===== src/rtl/spi_packet_sender.sv =====
// rtl/spi_packet_sender.sv - SPI mode-0 master sending one destination/data/checksum packet.
// Three (size+1)-bit frames, MSB first, in one chip-select window with GAP spacing between frames.

module spi_packet_sender #(
    parameter int size    = 8,
    parameter int CLK_DIV = 4
) (
    input  logic            clock,
    input  logic            reset,
    input  logic            start,
    input  logic [size-1:0] destination,
    input  logic [size-1:0] data,
    input  logic            badCheck,
    output logic            busy,
    output logic            done,
    output logic            sclk,
    output logic            mosi,
    output logic            csN
);

    localparam int FW = size + 1;
    localparam int CW = $clog2(2 * CLK_DIV);
    localparam int BW = $clog2(FW);
    localparam logic [CW-1:0] CNT_LAST = CW'(2 * CLK_DIV - 1);
    localparam logic [CW-1:0] CNT_HIGH = CW'(CLK_DIV);
    localparam logic [BW-1:0] BIT_LAST = BW'(size);

    typedef enum logic [1:0] {
        IDLE,
        SHIFT,
        GAP,
        DONE
    } state_t;

    state_t        state_q, state_d;
    logic [CW-1:0] cnt_q, cnt_d;
    logic [BW-1:0] bit_q, bit_d;
    logic [1:0]    frame_q, frame_d;
    logic [FW-1:0] shreg_q, shreg_d;
    logic [FW-1:0] f1_q, f1_d;
    logic [FW-1:0] f2_q, f2_d;

    always_ff @(posedge clock) begin
        if (reset) begin
            state_q <= IDLE;
            cnt_q   <= '0;
            bit_q   <= '0;
            frame_q <= '0;
            shreg_q <= '0;
            f1_q    <= '0;
            f2_q    <= '0;
        end else begin
            state_q <= state_d;
            cnt_q   <= cnt_d;
            bit_q   <= bit_d;
            frame_q <= frame_d;
            shreg_q <= shreg_d;
            f1_q    <= f1_d;
            f2_q    <= f2_d;
        end
    end

    always_comb begin
        state_d = state_q;
        cnt_d   = cnt_q;
        bit_d   = bit_q;
        frame_d = frame_q;
        shreg_d = shreg_q;
        f1_d    = f1_q;
        f2_d    = f2_q;
        case (state_q)
            IDLE: begin
                if (start) begin
                    // All three frames are captured here so later input changes cannot leak in.
                    shreg_d = {1'b0, destination};
                    f1_d    = {1'b0, data};
                    f2_d    = ({1'b0, destination} + {1'b0, data}) ^ FW'(badCheck);
                    cnt_d   = '0;
                    bit_d   = '0;
                    frame_d = '0;
                    state_d = SHIFT;
                end
            end
            SHIFT: begin
                if (cnt_q == CNT_LAST) begin
                    cnt_d = '0;
                    if (bit_q == BIT_LAST) begin
                        bit_d   = '0;
                        frame_d = frame_q + 2'd1;
                        if (frame_q == 2'd2) begin
                            state_d = DONE;
                        end else begin
                            // Next frame MSB is presented for the whole gap.
                            shreg_d = (frame_q == 2'd0) ? f1_q : f2_q;
                            state_d = GAP;
                        end
                    end else begin
                        bit_d   = bit_q + BW'(1);
                        shreg_d = {shreg_q[FW-2:0], 1'b0};
                    end
                end else begin
                    cnt_d = cnt_q + CW'(1);
                end
            end
            GAP: begin
                if (cnt_q == CNT_LAST) begin
                    cnt_d   = '0;
                    state_d = SHIFT;
                end else begin
                    cnt_d = cnt_q + CW'(1);
                end
            end
            DONE: begin
                state_d = IDLE;
            end
            default: begin
                state_d = IDLE;
            end
        endcase
    end

    assign busy = (state_q == SHIFT) || (state_q == GAP);
    assign done = (state_q == DONE);
    assign csN  = !busy;
    assign sclk = (state_q == SHIFT) && (cnt_q >= CNT_HIGH);
    assign mosi = busy & shreg_q[FW-1];

endmodule


===== config.mk =====
export PLATFORM = sky130hd
export DESIGN_NAME = spi_packet_sender
export DESIGN_NICKNAME = d
export VERILOG_FILES = /design/src/rtl/spi_packet_sender.sv
export SDC_FILE = /design/constraint.sdc
export NUM_CORES = 1
export LEC_CHECK = 0
export CAP_MARGIN = 20
export CORE_MARGIN = 2
export CORE_UTILIZATION = 38
export CTS_CLUSTER_SIZE = 16
export DETAILED_ROUTE_END_ITERATION = 8
export PLACE_DENSITY_LB_ADDON = 0.25
export SYNTH_ARGS = -nofsm -noshare
export SYNTH_HDL_FRONTEND = slang
export SYNTH_SLANG_ARGS = --single-unit

===== constraint.sdc =====
create_clock -name clock -period 1.75 [get_ports clock]
set_input_delay 0.4375 -clock clock [delete_from_list [all_inputs] [get_ports clock]]
set_output_delay 0.4375 -clock clock [all_outputs]
set_load 0.005 [all_outputs]

==> results of run 1 <==
-- stage by stage --
stage / instances / cell area [µm²] / TNS, ns / utilization [%] / worst slack (ns)
2_1_floorplan: 268 / 2260 / 0 / - / 0.00686
3_3_place_gp: 399 / 2880 / -6.05 / 49.5 / -0.566
3_5_place_dp: 399 / 2880 / -6.19 / 49.5 / -0.631
4_1_cts: 412 / 3040 / -0.121 / 52.2 / -0.0778
5_1_grt: 418 / 3200 / -0.0737 / 55.0 / -0.0476
6_report: 418 / 3200 / 0 / 55.0 / 0.00843
-- worst max-delay path by stage --
| stage | to | cells past startpoint | slack (ns) |
|---|---|---|---|
| floorplan | f2_q[8]$_SDFFE_PP0P_ | 7 | 0.007 |
| global placement | f2_q[8]$_SDFFE_PP0P_ | 8 | -0.57 |
| detailed placement | f2_q[8]$_SDFFE_PP0P_ | 8 | -0.63 |
| CTS | shreg_q[0]$_SDFFE_PP0P_ | 8 | -0.08 |
| global route | shreg_q[7]$_SDFFE_PP0P_ | 10 | -0.05 |
| finish | shreg_q[7]$_SDFFE_PP0P_ | 10 | 0.008 |
-- where the power goes --
group | internal (mW) | leakage (nW) | total (mW) | switching, mW
registers | 0.919 | 0.305 | 0.960 | 0.0409
clock network | 0.276 | 0.0450 | 0.594 | 0.317
logic | 0.431 | 1.02 | 0.793 | 0.362
-- layout make-up --
type / instances / area [µm²] / share of cell area (%)
clock buffers: 6 / 72.6 / 2.27
clock inverters: 2 / 10.0 / 0.313
inverters: 12 / 45.0 / 1.41
multi-input cells: 204 / 1520 / 47.5
flip-flops and latches: 37 / 746 / 23.3
well taps: 75 / 93.8 / 2.94
repair buffers: 82 / 712 / 22.3
-- flip-flops by register name, indices dropped and copies added, names as in the netlist --
signal / count
bit_q: 4
shreg_q: 9
cnt_q: 3
state_q: 2
frame_q: 2
f1_q: 8
f2_q: 9
-- metal layers --
metal  global-route usage (%)  vias up  part of all wire [%]
li1                         -     1123                     -
met1                     25.1     1033                    48
met2                     31.7       34                    48
met3                     3.00        5                   3.2
met4                     5.08        0                  0.94
met5                        0        -                     0
-- tightest hold or removal path: cells and delay by family --
| family | cells | cell delay [ns] |
|---|---|---|
| simple gates | 1 | 0.05 |
| compound gates | 1 | 0.05 |
| buf+inv | 1 | 0.09 |
-- logic make-up (layout without fill, tap and decap cells) --
group | Yosys count | in the layout | share of synthesized area (%)
flip-flops | 37 | 37 | 32.9
multiplexers | 9 | 9 | 4.06
AO/OA/AOI/OAI | 80 | 80 | 24.6
buffers and inverters | 27 | 102 | 5.39
XOR/XNOR | 1 | 1 | 0.389
adder cells (fa/ha/maj) | 19 | 19 | 10.9
AND/OR/NAND/NOR | 95 | 95 | 21.7
-- layout by cell type, fill, tap and decap left out, drive strengths merged, types with 2 or more instances in the layout --
master and n:
clkdlybuf4s50 3, a31oi 8, buf 58, and3 2, inv 12, nand3b 2
a21o 2, clkbuf 12, nor3b 2, a21oi 20, nand2 30, o21a 5
clkdlybuf4s15 3, or2 2, dfxtp 37, o31a 2, or3 3, a211oi 5
nor3 5, mux2i 8, ha 18, a32oi 3, o211ai 9, and2 6
a311oi 2, clkinv 2, nor2b 5, dlymetal6s2s 4, nor2 13, o21ai 15
dlygate4sd2 8, nand2b 11, a211o 2, o311ai 4, nand3 7
-- timing repair --
| action | 4_1_cts | 5_1_grt |
|---|---|---|
| endpoints found under the setup margin | 20 | 20 |
| setup buffers | 5 | 4 |
| resized for setup | 36 | 38 |
| gates cloned | 0 | 2 |
| pin swaps | 11 | 12 |
==> impl_metrics.toml, run 1 <==
[logic_synthesis]
syn_area_mm2 = 0.00225
ys_ff_latch = 37
synth_top_area_share_pct = 32.9
yosysTopAreaCell = "dfxtp_1"
ys.warnings.count = 0
synth_edf_count = 0
ys_seq_area_share_pct = 32.9
yosysUniqueCellTypes = 48
synthFlopType = "dfxtp_1"
netlist_top_cells_area = "dfxtp_1, ha_1, nand2_1"
syn-instance-count = 268
avgSynthCellArea_um2 = 8.40
yosysMostFrequentCell = "dfxtp_1"
async_flop_share_pct = 0
synth_common_cells = "dfxtp_1, nand2_1, a21oi_1"
syn_nets = 307

[detailed_routing]
wire_per_inst_um = 14.1
vias = 2195
first_iter_violations = 133
drc = 0
first_pass_iters = 4
postRouteAntennaNets = 0
vias_per_cell = 5.25
routed_wl_um = 5880

[cells_and_area]
drive_gt1_share_pct = 30.6
fin_nets = 381
n_fill_cell = 566
antenna_cells = 0
area_growth_pct = 42.0

[worst_setup_path]
crit_family = "buffers and inverters"
slowest_stage = "dfxtp_2"
path_buf_inv = 5
worstPathMaxFanout = 6
worst_ep_arrival_time_ns = 1.95
worst_r2r_endpoint = "shreg_q[7]$_SDFFE_PP0P_"
slowest_delay_ns = 0.33
r2r_start = "state_q[0]$_SDFFE_PP0P_"
path_class = "reg2reg"
cp_data_required_time_ns = 1.96
worstSetupEndpointType = "register"
r2r_cells = 10
cp-startpoint = "state_q[0]$_SDFFE_PP0P_"
path_cells = "buf_6 > ha_4 > buf_6 > nor2b_4 > a311oi_4 > buf_4 > buf_12 > buf_4 > o21ai_2 > a31oi_1"
r2r_setup_slack_ns = 0.008
start_kind = "register"

[die]
dieArea_mm2 = 0.00656
ios = 25
initial_core_util_pct = 38.7
fp.dieW_um = 81.0
core_mm2 = 0.00582
rows = 28
die_h_um = 81.0

[clocking]
cts_sinks = 37
cts_tree = "yes"
holdBufCountCts = 0
htreeDepth = 2
clk_latency_ns = 0.29
ctsLongestPathBuffers = 2
root_buffer = "clkbuf_8"
clk_pin_slew_ns = 0.08
cts_inserted_buffers = 5

[placed_design]
place_congestion = 0.786
numPortBuffers = 24
dp_hpwl_um = 4100

[timing]
fin_crit_sh_pct = 99.5
fmax_ghz = 0.574
whs_ns = 0.387
setup_viol = 0
slew_headroom_pct = 78.0
hold_violations = 0
worst_pin_slew_ns = 0.327
clock_skew_ns = 0.00801
report.final.slew_viol_count = 0
layout_min_cycle_time_ns = 1.74

[global_routing]
grt_pass1_vias = 2097
grt_pass1_wl_um = 9750
antenna_found_initial = 0
grt_max_degree = 23
gr-total-overflow = 0
grt.total_usage_pct = 18.9

[power]
vdd_drop_max_mv = 0.351
p_leak_nw = 1.37
powerDensity_mw_per_mm2 = 734
power.total_mw = 2.35

[worst_hold_path]
min_path_cells = 3
hp-class = "in2reg"
min_to = "f1_q[2]$_SDFFE_PP0P_"
min_from = "data[2]"

[flow_run]
maxCapViolCount = 0

[run_status]
status = "finished, final reports clean"
(Power assumes the default switching activity.)
==> run 2, diff against run 1 <==
Settings changed: MAX_ROUTING_LAYER set to met4.
==> run 2 against run 1 <==
Against the previous run: cell area unchanged; clock power increased by 0.7%; die area is the same; sequential cell count did not move; combinational power about the same; register-to-register slack about the same; worst hold slack worse by 0.0029 ns; final cell count stayed put; critical path depth is the same; non-clock buffer count unchanged; total power grew 0.27%; utilization did not move; critical path type unchanged; largest power group unchanged.
==> impl_metrics.toml, run 2 (synthesis gave the netlist of run 1 again) <==
[worst_setup_path]
cp_data_required_time_ns = 1.97
worst_ep_arrival_time_ns = 1.96
slowest_delay_ns = 0.33
slowest_stage = "dfxtp_2"
r2r_cells = 10
path_class = "reg2reg"
worstSetupEndpointType = "register"
r2r_start = "state_q[0]$_SDFFE_PP0P_"
worst_r2r_endpoint = "shreg_q[7]$_SDFFE_PP0P_"
r2r_setup_slack_ns = 0.008
path_cells = "buf_6 > ha_4 > buf_6 > nor2b_4 > a311oi_4 > buf_4 > buf_12 > buf_4 > o21ai_2 > a31oi_1"
start_kind = "register"
worstPathMaxFanout = 6

[clocking]
clk_pin_slew_ns = 0.08
clk_latency_ns = 0.29
root_buffer = "clkbuf_8"
ctsLongestPathBuffers = 2
cts_inserted_buffers = 5
cts_sinks = 37
holdBufCountCts = 0
htreeDepth = 2
cts_tree = "yes"

[timing]
report.final.slew_viol_count = 0
fmax_ghz = 0.574
worst_pin_slew_ns = 0.327
clock_skew_ns = 0.00655
fin_crit_sh_pct = 99.6
setup_viol = 0
hold_violations = 0
fin_ws_ns = 0.00769
layout_min_cycle_time_ns = 1.74
slew_headroom_pct = 78.0

[cells_and_area]
utilization_pct = 55.0
final_common_cell = "buf_4"
layout_common_cells = "buf_4, dfxtp_1, nand2_1, a21oi_1, o21ai_0"
fin_nets = 381
n_fill_cell = 566
multi_input_area_mm2 = 0.00152
antenna_cells = 0
drive_gt1_share_pct = 30.6
area_growth_pct = 42.0
seq_area_um2 = 746
largestRegisters = "f2_q: 9 flops, shreg_q: 9 flops, f1_q: 8 flops"

[die]
rows = 28
fp.dieW_um = 81.0
die_h_um = 81.0
core_mm2 = 0.00582
dieArea_mm2 = 0.00656
initial_core_util_pct = 38.7
ios = 25

[flow_run]
maxCapViolCount = 0

[placed_design]
numPortBuffers = 24
dp_slack_ns = -0.631
dp_hpwl_um = 4100
place_congestion = 0.797

[power]
power.total_mw = 2.35
vdd_drop_max_mv = 0.358
powerDensity_mw_per_mm2 = 736
p_leak_nw = 1.37

[detailed_routing]
vias_per_cell = 5.22
vias = 2180
drc = 0
wire_per_inst_um = 14.0
routed_wl_um = 5870
first_pass_iters = 4
postRouteAntennaNets = 0
first_iter_violations = 112

[worst_hold_path]
hp-class = "in2reg"
min_from = "data[2]"
min_to = "f1_q[2]$_SDFFE_PP0P_"
min_path_cells = 3

[global_routing]
antenna_found_initial = 0
grt_pass1_wl_um = 9740
grt_max_degree = 23
grt.total_usage_pct = 19.4
grt_pass1_vias = 2097
gr-total-overflow = 0

[run_status]
status = "finished, final reports clean"
[run 2: cell counts in the layout (fill, tap and decap cells not counted)]
No cell type changed its count.
[run 2: repair_timing]
item / 4_1_cts / 5_1_grt
setup buffers: 5 / 4
setup endpoints to repair: 20 / 20
gates cloned: 0 / 2
hold endpoints to repair: 0 / 0
pin swaps: 11 / 12
gates resized for setup: 36 / 38
[run 2: worst max-delay path: cells and delay by family, from the launching register on]
family                     cells  cell delay, ns
DFF                            1            0.33
adders and majority gates      1            0.15
buffers and inverters          5            0.62
AOI/OAI and AO/OA              3            0.42
and+or+nand+nor                1            0.13
[run 2: where the power goes]
| part | switching [mW] | internal [mW] | leakage, nW |
|---|---|---|---|
| clock network | 0.322 | 0.276 | 0.0450 |
| logic | 0.363 | 0.431 | 1.02 |
| registers | 0.0410 | 0.919 | 0.305 |
| total | 0.726 | 1.63 | 1.37 |
[run 2: cell type report]
type | count | area share, %
inverters | 12 | 1.41
clock inverters | 2 | 0.313
flip-flops and latches | 37 | 23.3
multi-input cells | 204 | 47.5
well taps | 75 | 2.94
repair buffers | 82 | 22.3
clock buffers | 6 | 2.27
[run 2: worst max-delay path by stage]
stage,startpoint,to
detailed placement,data[0],f2_q[8]$_SDFFE_PP0P_
CTS,state_q[0]$_SDFFE_PP0P_,shreg_q[0]$_SDFFE_PP0P_
global route,state_q[0]$_SDFFE_PP0P_,shreg_q[7]$_SDFFE_PP0P_
global placement,destination[0],f2_q[8]$_SDFFE_PP0P_
floorplan,destination[0],f2_q[8]$_SDFFE_PP0P_
finish,state_q[0]$_SDFFE_PP0P_,shreg_q[7]$_SDFFE_PP0P_
[run 2: per-layer routing]
metal | up-vias | GRT usage, % | share of wire, %
met5 | - | - | 0
met1 | 1025 | 25.1 | 48
met3 | 6 | 3.00 | 2.5
met4 | 0 | 5.08 | 0.94
met2 | 27 | 31.7 | 48
li1 | 1122 | - | -
[run 2: metrics by stage]
stage	hold WS [ns]	area (µm²)	cells	TNS [ns]
global route	0.402	3200	418	-0.0753
floorplan	0.431	2260	268	0
finish	0.384	3200	418	0
global placement	0.447	2880	399	-6.05
CTS	0.462	3040	412	-0.121
detailed placement	0.450	2880	399	-6.19
